==> src/rtl/lsu_pkg.sv <==
// rtl/lsu_pkg.sv - shared types and big-endian lane constants for the load/store unit
//
// Purpose: access-size encoding, FSM state encoding, big-endian lane offsets
// and small helpers shared by load_store_unit and lsu_lane_align.
// Ports: none (package).

package lsu_pkg;

  typedef enum logic [1:0] {
    SZ_BYTE = 2'b00,
    SZ_HALF = 2'b01,
    SZ_WORD = 2'b10,
    SZ_ILL  = 2'b11
  } size_e;

  typedef enum logic [2:0] {
    ST_IDLE = 3'd0,
    ST_RD   = 3'd1,
    ST_WAIT = 3'd2,
    ST_WR   = 3'd3,
    ST_RESP = 3'd4
  } state_e;

  // Big-endian lanes: the lowest byte address holds the most significant lane.
  localparam logic [4:0] BE_BYTE0_LSB = 5'd24;
  localparam logic [4:0] BE_BYTE1_LSB = 5'd16;
  localparam logic [4:0] BE_BYTE2_LSB = 5'd8;
  localparam logic [4:0] BE_BYTE3_LSB = 5'd0;
  localparam logic [4:0] BE_HALF0_LSB = 5'd16;
  localparam logic [4:0] BE_HALF1_LSB = 5'd0;

  function automatic logic [4:0] be_byte_lsb(input logic [1:0] off);
    case (off)
      2'd0:    return BE_BYTE0_LSB;
      2'd1:    return BE_BYTE1_LSB;
      2'd2:    return BE_BYTE2_LSB;
      default: return BE_BYTE3_LSB;
    endcase
  endfunction

  // Halfword lane is selected by off[1] only; off[0] is rejected as misaligned.
  function automatic logic [4:0] be_half_lsb(input logic [1:0] off);
    return off[1] ? BE_HALF1_LSB : BE_HALF0_LSB;
  endfunction

  function automatic logic is_misaligned(input size_e size, input logic [1:0] off);
    case (size)
      SZ_BYTE: return 1'b0;
      SZ_HALF: return off[0];
      SZ_WORD: return off != 2'd0;
      default: return 1'b1;
    endcase
  endfunction

endpackage

==> src/rtl/lsu_lane_align.sv <==
// rtl/lsu_lane_align.sv - combinational lane extract/extend and store merge
//
// Purpose: pick the addressed byte/halfword out of a RAM word and extend it to
// 32 bits, and build the read-modify-write word with only that lane replaced.
// Ports:
//   word_i      RAM word read back
//   offset_i    byte offset within the word (addr[1:0])
//   size_i      access size
//   unsigned_i  1 = zero-extend, 0 = sign-extend
//   wdata_i     right-justified store data
//   load_o      extended load value
//   merged_o    word to write back for a store

module lsu_lane_align
  import lsu_pkg::*;
(
  input  logic [31:0] word_i,
  input  logic [1:0]  offset_i,
  input  size_e       size_i,
  input  logic        unsigned_i,
  input  logic [31:0] wdata_i,
  output logic [31:0] load_o,
  output logic [31:0] merged_o
);

  logic [4:0]  lsb_b;
  logic [4:0]  lsb_h;
  logic [31:0] shr_b;
  logic [31:0] shr_h;
  logic [7:0]  byte_v;
  logic [15:0] half_v;

  always_comb begin
    lsb_b  = be_byte_lsb(offset_i);
    lsb_h  = be_half_lsb(offset_i);
    shr_b  = word_i >> lsb_b;
    shr_h  = word_i >> lsb_h;
    byte_v = shr_b[7:0];
    half_v = shr_h[15:0];
    load_o   = word_i;
    merged_o = wdata_i;
    case (size_i)
      SZ_BYTE: begin
        load_o   = unsigned_i ? {24'b0, byte_v} : {{24{byte_v[7]}}, byte_v};
        merged_o = (word_i & ~(32'h0000_00ff << lsb_b)) | ({24'b0, wdata_i[7:0]} << lsb_b);
      end
      SZ_HALF: begin
        load_o   = unsigned_i ? {16'b0, half_v} : {{16{half_v[15]}}, half_v};
        merged_o = (word_i & ~(32'h0000_ffff << lsb_h)) | ({16'b0, wdata_i[15:0]} << lsb_h);
      end
      default: begin
        load_o   = word_i;
        merged_o = wdata_i;
      end
    endcase
  end

endmodule

==> src/rtl/load_store_unit.sv <==
// rtl/load_store_unit.sv - byte/halfword/word load-store unit over a synchronous word RAM
//
// Purpose: accepts one request at a time, performs loads, word stores and
// read-modify-write sub-word stores against a word RAM with one-cycle read
// latency, and returns a single-cycle response.
// Ports:
//   clk, rst_n                      clock, asynchronous active-low reset
//   req_valid/req_ready             request handshake
//   req_we, req_size, req_unsigned  store flag, access size, zero-extend flag
//   req_addr, req_wdata             byte address, right-justified store data
//   resp_valid, resp_err, resp_rdata  completion pulse, reject flag, load data
//   ram_we, ram_addr, ram_din, ram_dout  word RAM port

module load_store_unit
  import lsu_pkg::*;
#(
  parameter int ADDR_W = 10
) (
  input  logic              clk,
  input  logic              rst_n,
  input  logic              req_valid,
  output logic              req_ready,
  input  logic              req_we,
  input  logic [1:0]        req_size,
  input  logic              req_unsigned,
  input  logic [ADDR_W+1:0] req_addr,
  input  logic [31:0]       req_wdata,
  output logic              resp_valid,
  output logic              resp_err,
  output logic [31:0]       resp_rdata,
  output logic              ram_we,
  output logic [ADDR_W-1:0] ram_addr,
  output logic [31:0]       ram_din,
  input  logic [31:0]       ram_dout
);

  state_e state_q, state_d;

  logic              we_q, we_d;
  size_e             size_q, size_d;
  logic              uns_q, uns_d;
  logic [ADDR_W+1:0] addr_q, addr_d;
  logic [31:0]       wdata_q, wdata_d;
  logic              err_q, err_d;
  // Load result or merged store word, captured in WAIT.
  logic [31:0]       data_q, data_d;

  logic [31:0] load_val;
  logic [31:0] merged_val;
  logic        hs;
  logic        misaligned;

  lsu_lane_align u_align (
    .word_i     (ram_dout),
    .offset_i   (addr_q[1:0]),
    .size_i     (size_q),
    .unsigned_i (uns_q),
    .wdata_i    (wdata_q),
    .load_o     (load_val),
    .merged_o   (merged_val)
  );

  assign hs         = req_valid && (state_q == ST_IDLE);
  assign misaligned = is_misaligned(size_e'(req_size), req_addr[1:0]);

  always_ff @(posedge clk or negedge rst_n) begin
    if (!rst_n) begin
      state_q <= ST_IDLE;
      we_q    <= 1'b0;
      size_q  <= SZ_BYTE;
      uns_q   <= 1'b0;
      addr_q  <= '0;
      wdata_q <= '0;
      err_q   <= 1'b0;
      data_q  <= '0;
    end else begin
      state_q <= state_d;
      we_q    <= we_d;
      size_q  <= size_d;
      uns_q   <= uns_d;
      addr_q  <= addr_d;
      wdata_q <= wdata_d;
      err_q   <= err_d;
      data_q  <= data_d;
    end
  end

  // Next state
  always_comb begin
    state_d = state_q;
    case (state_q)
      ST_IDLE: begin
        if (hs) begin
          if (misaligned)                                state_d = ST_RESP;
          else if (req_we && size_e'(req_size) == SZ_WORD) state_d = ST_WR;
          else                                           state_d = ST_RD;
        end
      end
      ST_RD:   state_d = ST_WAIT;
      ST_WAIT: state_d = we_q ? ST_WR : ST_RESP;
      ST_WR:   state_d = ST_RESP;
      ST_RESP: state_d = ST_IDLE;
      default: state_d = ST_IDLE;
    endcase
  end

  // Request latch and datapath capture
  always_comb begin
    we_d    = we_q;
    size_d  = size_q;
    uns_d   = uns_q;
    addr_d  = addr_q;
    wdata_d = wdata_q;
    err_d   = err_q;
    data_d  = data_q;
    if (hs) begin
      we_d    = req_we;
      size_d  = size_e'(req_size);
      uns_d   = req_unsigned;
      addr_d  = req_addr;
      wdata_d = req_wdata;
      err_d   = misaligned;
      data_d  = '0;
    end else if (state_q == ST_WAIT) begin
      data_d = we_q ? merged_val : load_val;
    end
  end

  // Outputs
  always_comb begin
    req_ready  = (state_q == ST_IDLE);
    resp_valid = (state_q == ST_RESP);
    resp_err   = (state_q == ST_RESP) && err_q;
    resp_rdata = '0;
    ram_we     = 1'b0;
    ram_addr   = '0;
    ram_din    = '0;
    if (state_q == ST_RESP && !we_q && !err_q) resp_rdata = data_q;
    if (state_q == ST_RD) ram_addr = addr_q[ADDR_W+1:2];
    if (state_q == ST_WR) begin
      // Gated by rst_n so a reset mid-write cannot leak a RAM write.
      ram_we   = rst_n;
      ram_addr = addr_q[ADDR_W+1:2];
      ram_din  = (size_q == SZ_WORD) ? wdata_q : data_q;
    end
  end

endmodule

==> config.mk <==
export PLATFORM = sky130hd
export DESIGN_NAME = load_store_unit
export DESIGN_NICKNAME = d
export VERILOG_FILES = /design/src/rtl/lsu_pkg.sv /design/src/rtl/lsu_lane_align.sv /design/src/rtl/load_store_unit.sv
export SDC_FILE = /design/constraint.sdc
export NUM_CORES = 1
export LEC_CHECK = 0
export CAP_MARGIN = 20
export CORE_UTILIZATION = 30
export CTS_BUF_LIST = sky130_fd_sc_hd__clkbuf_16
export DETAILED_ROUTE_END_ITERATION = 8
export PLACE_DENSITY_LB_ADDON = 0.05
export SYNTH_ARGS = -nofsm -noshare
export SYNTH_HDL_FRONTEND = slang
export SYNTH_SLANG_ARGS = --single-unit
==> constraint.sdc <==
create_clock -name clk -period 1.9 [get_ports clk]
set_clock_uncertainty 0.2 [all_clocks]
set_input_delay 0.19 -clock clk [delete_from_list [all_inputs] [get_ports clk]]
set_output_delay 0.19 -clock clk [all_outputs]
set_load 0.02 [all_outputs]
* After elaboration in Yosys (flattened, before gate mapping)
Index checks and enable logic that the tools add are counted.
** Cells by class
- $add $sub $neg :: 0
- Multipliers :: 0
- Divide/modulo/power cells :: 0
- $lt $le $gt $ge :: 0
- Eq/ne operators :: 11
- Shifts and indexed selects :: 6
- Mux-type cells :: 21
- Bitwise gates (word level) :: 6
- Reductions and logical operators :: 13
** Operator list (count)
- 32-bit two-way mux :: 8
- 32-bit case mux with 2 select lines :: 2
- 32-bit bitwise AND :: 2
- 32-bit NOT :: 2
- 32-bit OR :: 2
- 16-bit by 5-bit << shifter with 32-bit output :: 1
- 16-bit by 5-bit << shifter with 32-bit output (first input constant) :: 1
- 8-bit by 5-bit << shifter with 32-bit output :: 1
- 8-bit by 5-bit << shifter with 32-bit output (first input constant) :: 1
- 32-bit by 5-bit right shift with 16-bit output :: 1
- 32-bit by 5-bit right shift with 8-bit output :: 1
- 10-bit two-way mux :: 2
- 5-bit case mux with 3 select lines :: 1
- 3-bit case mux with 4 select lines :: 1
- 3-bit two-way mux :: 3
- 2-bit by 1-bit equality test with 1-bit output (second input constant) :: 3
- 2-bit equality test (second input constant) :: 3
- 3-bit by 2-bit equality test with 1-bit output (second input constant) :: 2
- 2-bit zero test :: 3
- 1-bit logical AND :: 5
- 5-bit two-way mux :: 1
- 2-bit nonzero test :: 2
- 3-bit by 1-bit equality test with 1-bit output (second input constant) :: 1
- 3-bit equality test (second input constant) :: 1
- 6 further kinds :: 7
** Word-level totals
- Register bits after elaboration :: 84
- Latch bits :: 0
- Bits in writable memories :: 0
- Memory bits (read-only) :: 0
- Output and inout bits :: 78
- Word-level logic and storage cells :: 65
- Memories :: 0

* Logic depth before layout (Yosys ltp)
- Word-level depth :: 10
- Mapped depth :: 7
- Gate-level depth less buffers :: 4

* Hierarchy
A second synthesis with hierarchy kept.
** Unflattened totals
- Cells, all modules :: 634
- Area total of the unflattened synthesis :: 5863.1 µm²
** By module, submodules not included
- load_store_unit :: times used 1, cells each 424, area an instance 4506.8 µm²
- lsu_lane_align :: times used 1, cells each 210, area an instance 1356.3 µm²

* Least setup slack after synthesis
OpenSTA, ideal clock, no wires.
- Kind :: reg2reg
- Start point :: reg state_q[1]
- End point :: reg we_q
- Arrival :: 1.896 ns
- Data required time :: 1.563 ns
- Setup slack :: -0.333 ns
- Stages on the path, launching flop included :: 7
- Clock period less this slack :: 2.233 ns
- Path through :: dfrtp_1 > clkbuf_1 > nor3_1 > and2_1 > clkbuf_1 > clkbuf_1 > o21ai_0
** On the way
- Word-level cells in the longest chain between the ends :: 2
** RTL lines
- start, declared :: line load_store_unit.sv:37 : state_e state_q, state_d;
- start signal, assigned :: line load_store_unit.sv:77 : state_q <= state_d;
- 3-bit zero test
- via req_ready :: line load_store_unit.sv:22 : output logic req_ready,
- 1-bit logical AND :: line load_store_unit.sv:63 : assign hs = req_valid && (state_q == ST_IDLE);
- end signal, assigned :: line load_store_unit.sv:78 : we_q <= we_d;
- end, declared :: line load_store_unit.sv:39 : logic we_q, we_d;
The timed path passes the listed nets, and every way through them passes these cells.
A chain may end at the register's enable or synchronous reset.

* Worst setup path after layout
- Start point :: reg state_q[1]
- End point :: out resp_rdata[26]
** On the way
- Word-level cells in the longest chain between the ends :: 4
** RTL lines
- 3-bit equality test :: line load_store_unit.sv:138 : if (state_q == ST_RESP && !we_q && !err_q) resp_rdata = data_q;
- 1-bit logical AND (2 in series) :: line load_store_unit.sv:138
- 32-bit two-way mux :: line load_store_unit.sv:138
- end, declared :: line load_store_unit.sv:30 : output logic [31:0] resp_rdata,
Every way passes these cells.

==> summary.txt <==
Pwr
  – VDD IR max: 0.000782 V
  – Leakage: 4.10 nW
  – Int Power: approximately 8.0 mW
  – Clock power frac: roughly an eighth
  – Reg power frac: 22.5%
  – Sw frac: 46.0%
  – Comb pwr share: about 66%
  – Psw: 6.84 mW
  – Pwr Density: between 1500 and 2000 nW/um2

Floorplanning
  – Die H: ~140 um
  – I/O pins: ~160
  – Core Area: 18000 um2
  – Starting Density: 30.7%
  – Die area: 19000 um2
  – Row count: 49
  – Die width: 138 um

Global route
  – Initial antenna violation count: 1
  – Total GRT Usage: approximately a quarter
  – M2 GR Usage: 42.3%
  – M1 GR Usage: around 36%
  – First-pass GRT wire length: approximately 36000 um
  – Met3 Usage GRT: 3.05%
  – Largest net degree at the start of global routing: 85
  – Most Crowded Layer GR: met2
  – GR Overflow Total: 0
  – Vias in the first global route: 6053

Placed design
  – Placed Cells: 1136
  – Port Buffer Count: 160
  – Detail Placement HPWL: 17600 um
  – Gpl congestion: 0.916
  – Pre-CTS setup slack: -0.517 ns

Synthesis
  – Synth area leaders: dfrtp_1, nand2_1, a21oi_1, and2_1, clkbuf_1
  – Synth Flop Type: dfrtp_1
  – Synth Area in XOR/XNOR: 0%
  – Most common cell in the netlist: nand2_1
  – Adder-cell share of the synthesized area: 0%
  – Synth Warn #: 0
  – Synth Area in Compound Gates: 24.3%
  – EDFF count, synth: 0
  – Seq cells post-synth: 84
  – Syn avg cell area: between 7 and 8 um2
  – Area leader, netlist: dfrtp_1
  – Cell count after synthesis: a little over 700
  – Synthesized area: 5530 um2
  – Top post-synthesis cells by count: nand2_1, dfrtp_1, a21oi_1
  – Ys async rst share: 100%
  – Yosys top cell area share: 38.0%
  – Seq/Total Area, Yosys: between 30% and 40%
  – Syn nets: between 700 and 800
  – Mux cell area share after synthesis: 3.94%
  – Distinct cells, synth: 53
  – Largest family of logic cells by synthesized area: simple AND/OR/NAND/NOR gates
  – Post-Synth Simple-Gate Area: 28.4%

Clock tree
  – CTS Sinks: 84
  – CTS max path bufs: 2
  – CTS H-tree lvls: 3
  – Cts bufs inserted: 9
  – CTS tree: done
  – Worst-path clk slew: 0.06 ns
  – Worst skew pair latency: roughly 0.35 ns
  – Root Driver: clkbuf_16

Timing
  – Max Freq: 452 MHz
  – Setup violators final: 101
  – Period utilisation layout: 117%
  – Setup ws final: -0.314 ns
  – Final hold viol count: 0
  – Unrepaired setup endpoints after global routing: yes
  – Max_slew headroom: 67.4%
  – Max-slew violations: 0
  – Final worst path period need: 2.21 ns
  – Least-Margin Pin Slew: 0.489 ns

Worst setup path
  – Slowest cell on the critical path: dfrtp_1
  – Worst path depth: 7
  – Worst-path cell chain: nor2_2 > and2_4 > nor3b_4 > buf_6 > buf_12 > and2_4 > buf_6
  – Buf+Inv Stages, Crit Path: 3
  – Crit Path Class: reg2out
  – Worst setup SP type: flop
  – Worst-path fanout max: 8
  – Worst r2r path cells: 6
  – Required time worst endpoint: 1.51 ns
  – CP Capture Type: primary output
  – Arr. time, crit path: 1.82 ns
  – R2R setup slack: -0.24 ns
  – CP peak stage delay: 0.39 ns
  – CP delay by family, top: simple AND/OR/NAND/NOR gates

Routing
  – Wirelength per Cell: 22.5 um
  – DR DRC count: 0
  – Routed Wire Length: 26600 um
  – Antenna-violating nets left: 0
  – TritonRoute pass-1 iters: 7
  – DRT iter0 DRCs: between 500 and 600
  – Routed vias/inst: 5.44
  – Via count: between 6000 and 7000

Min path
  – Min-Delay Path Class: in2reg
  – Hold Crit Depth: 3

Cells and area
  – Area of the multi-input gates: between 3000 and 4000 um2
  – NumNets Final: 1033
  – Layout cell share with drive strength beyond 1: 37.2%
  – Area Overhead vs Synth: 69.9%
  – # fillers: 1713
  – Final std cells w/o fill: around 1200
  – Post-layout util: 52.1%
  – Flip-flop and latch area: 2110 um2

Status
  – Status: complete, but fails checks
  – Failing checks: setup timing

Job
  – Max-cap violations: 0
-- cell type report --
type	count	area share (%)
multi-input cells	558	38.7
repair buffers	292	32.5
flip-flops and latches	84	22.4
well taps	229	3.05
clock buffers	9	2.40
clock inverters	7	0.653
inverters	5	0.226
diodes	1	0.0266
-- power groups by stage --
stage	Clock (mW)	Combinational, mW	Sequential [mW]
floorplan	0	4.49	3.00
global placement	0	7.67	3.29
detailed placement	0	7.78	3.31
CTS	1.79	8.25	3.30
global route	1.85	10.4	3.42
finish	1.76	9.77	3.34
-- through the flow --
stage | area, um2 | TNS (ns) | power (mW) | hold slack, ns
detailed placement | 8180 | -30.69 | 11.1 | 0.124
CTS | 8660 | -23.02 | 13.3 | 0.159
floorplan | 5710 | -7.97 | 7.50 | -0.306
global placement | 8180 | -28.86 | 11.0 | 0.123
finish | 9400 | -23.10 | 14.9 | 0.167
global route | 9390 | -30.30 | 15.7 | 0.179
-- repair_timing --
item,4_1_cts,5_1_grt
setup buffers,3,13
gates cloned,2,14
endpoints found under the setup margin,115,155
hold buffers,1,0
gates resized for setup,323,124
endpoints found under the hold margin,84,0
pin swaps,6,18
-- flip-flops by register name, summed over array words and instances (netlist names) --
signal / flops
addr_q: 12
data_q: 32
err_q: 1
size_q: 2
state_q: 3
uns_q: 1
wdata_q: 32
we_q: 1
-- worst register-to-register path, delay by kind of cell (launching register included) --
family	cells	cell delay (ns)
AOI/OAI and AO/OA	3	0.69
DFF	1	0.39
and+or+nand+nor	1	0.47
buffers and inverters	2	0.33
-- metal layers --
metal | wire [um] | vias up
li1 | - | 2975
met1 | 11700 | 3163
met2 | 12600 | 273
met3 | 1740 | 36
met4 | 640 | 0
met5 | 0 | -
-- logic make-up (layout without fill, tap and decap cells) --
| group | after synthesis | count (layout) |
|---|---|---|
| other | 0 | 1 |
| flip-flops | 84 | 84 |
| multiplexers | 20 | 20 |
| AND/OR/NAND/NOR | 350 | 351 |
| buffers and inverters | 70 | 313 |
| AO/OA/AOI/OAI | 187 | 187 |
-- worst paths after layout --
path / from / to
setup / recovery: state_q[1]$_DFFE_PN0P_ / resp_rdata[26]
hold / removal: req_addr[7] / addr_q[7]$_DFFE_PN0P_
setup reg to reg: state_q[0]$_DFFE_PN0P_ / data_q[28]$_DFFE_PN0P_
hold reg to reg: addr_q[5]$_DFFE_PN0P_ / addr_q[5]$_DFFE_PN0P_
max in group asynchronous: rst_n / addr_q[0]$_DFFE_PN0P_
min in group asynchronous: rst_n / wdata_q[13]$_DFFE_PN0P_
-- layout by cell type, fill, tap and decap left out, drive strengths merged, types with 5 or more instances in the layout --
cell type and instances:
a211oi 8, a21oi 65, a221oi 11, a22o 11
a22oi 5, a32o 10, a32oi 9, and2 45
buf 160, clkbuf 17, clkdlybuf4s15 42, clkdlybuf4s50 81
dfrtp 84, inv 8, mux2i 15, nand2 243
nand2b 10, nor2 11, nor3 7, nor3b 5
o211a 6, o21ai 12, o221ai 6, o31ai 22
o32ai 6, or3 8
Note: power is estimated with default switching activity, not from simulation.
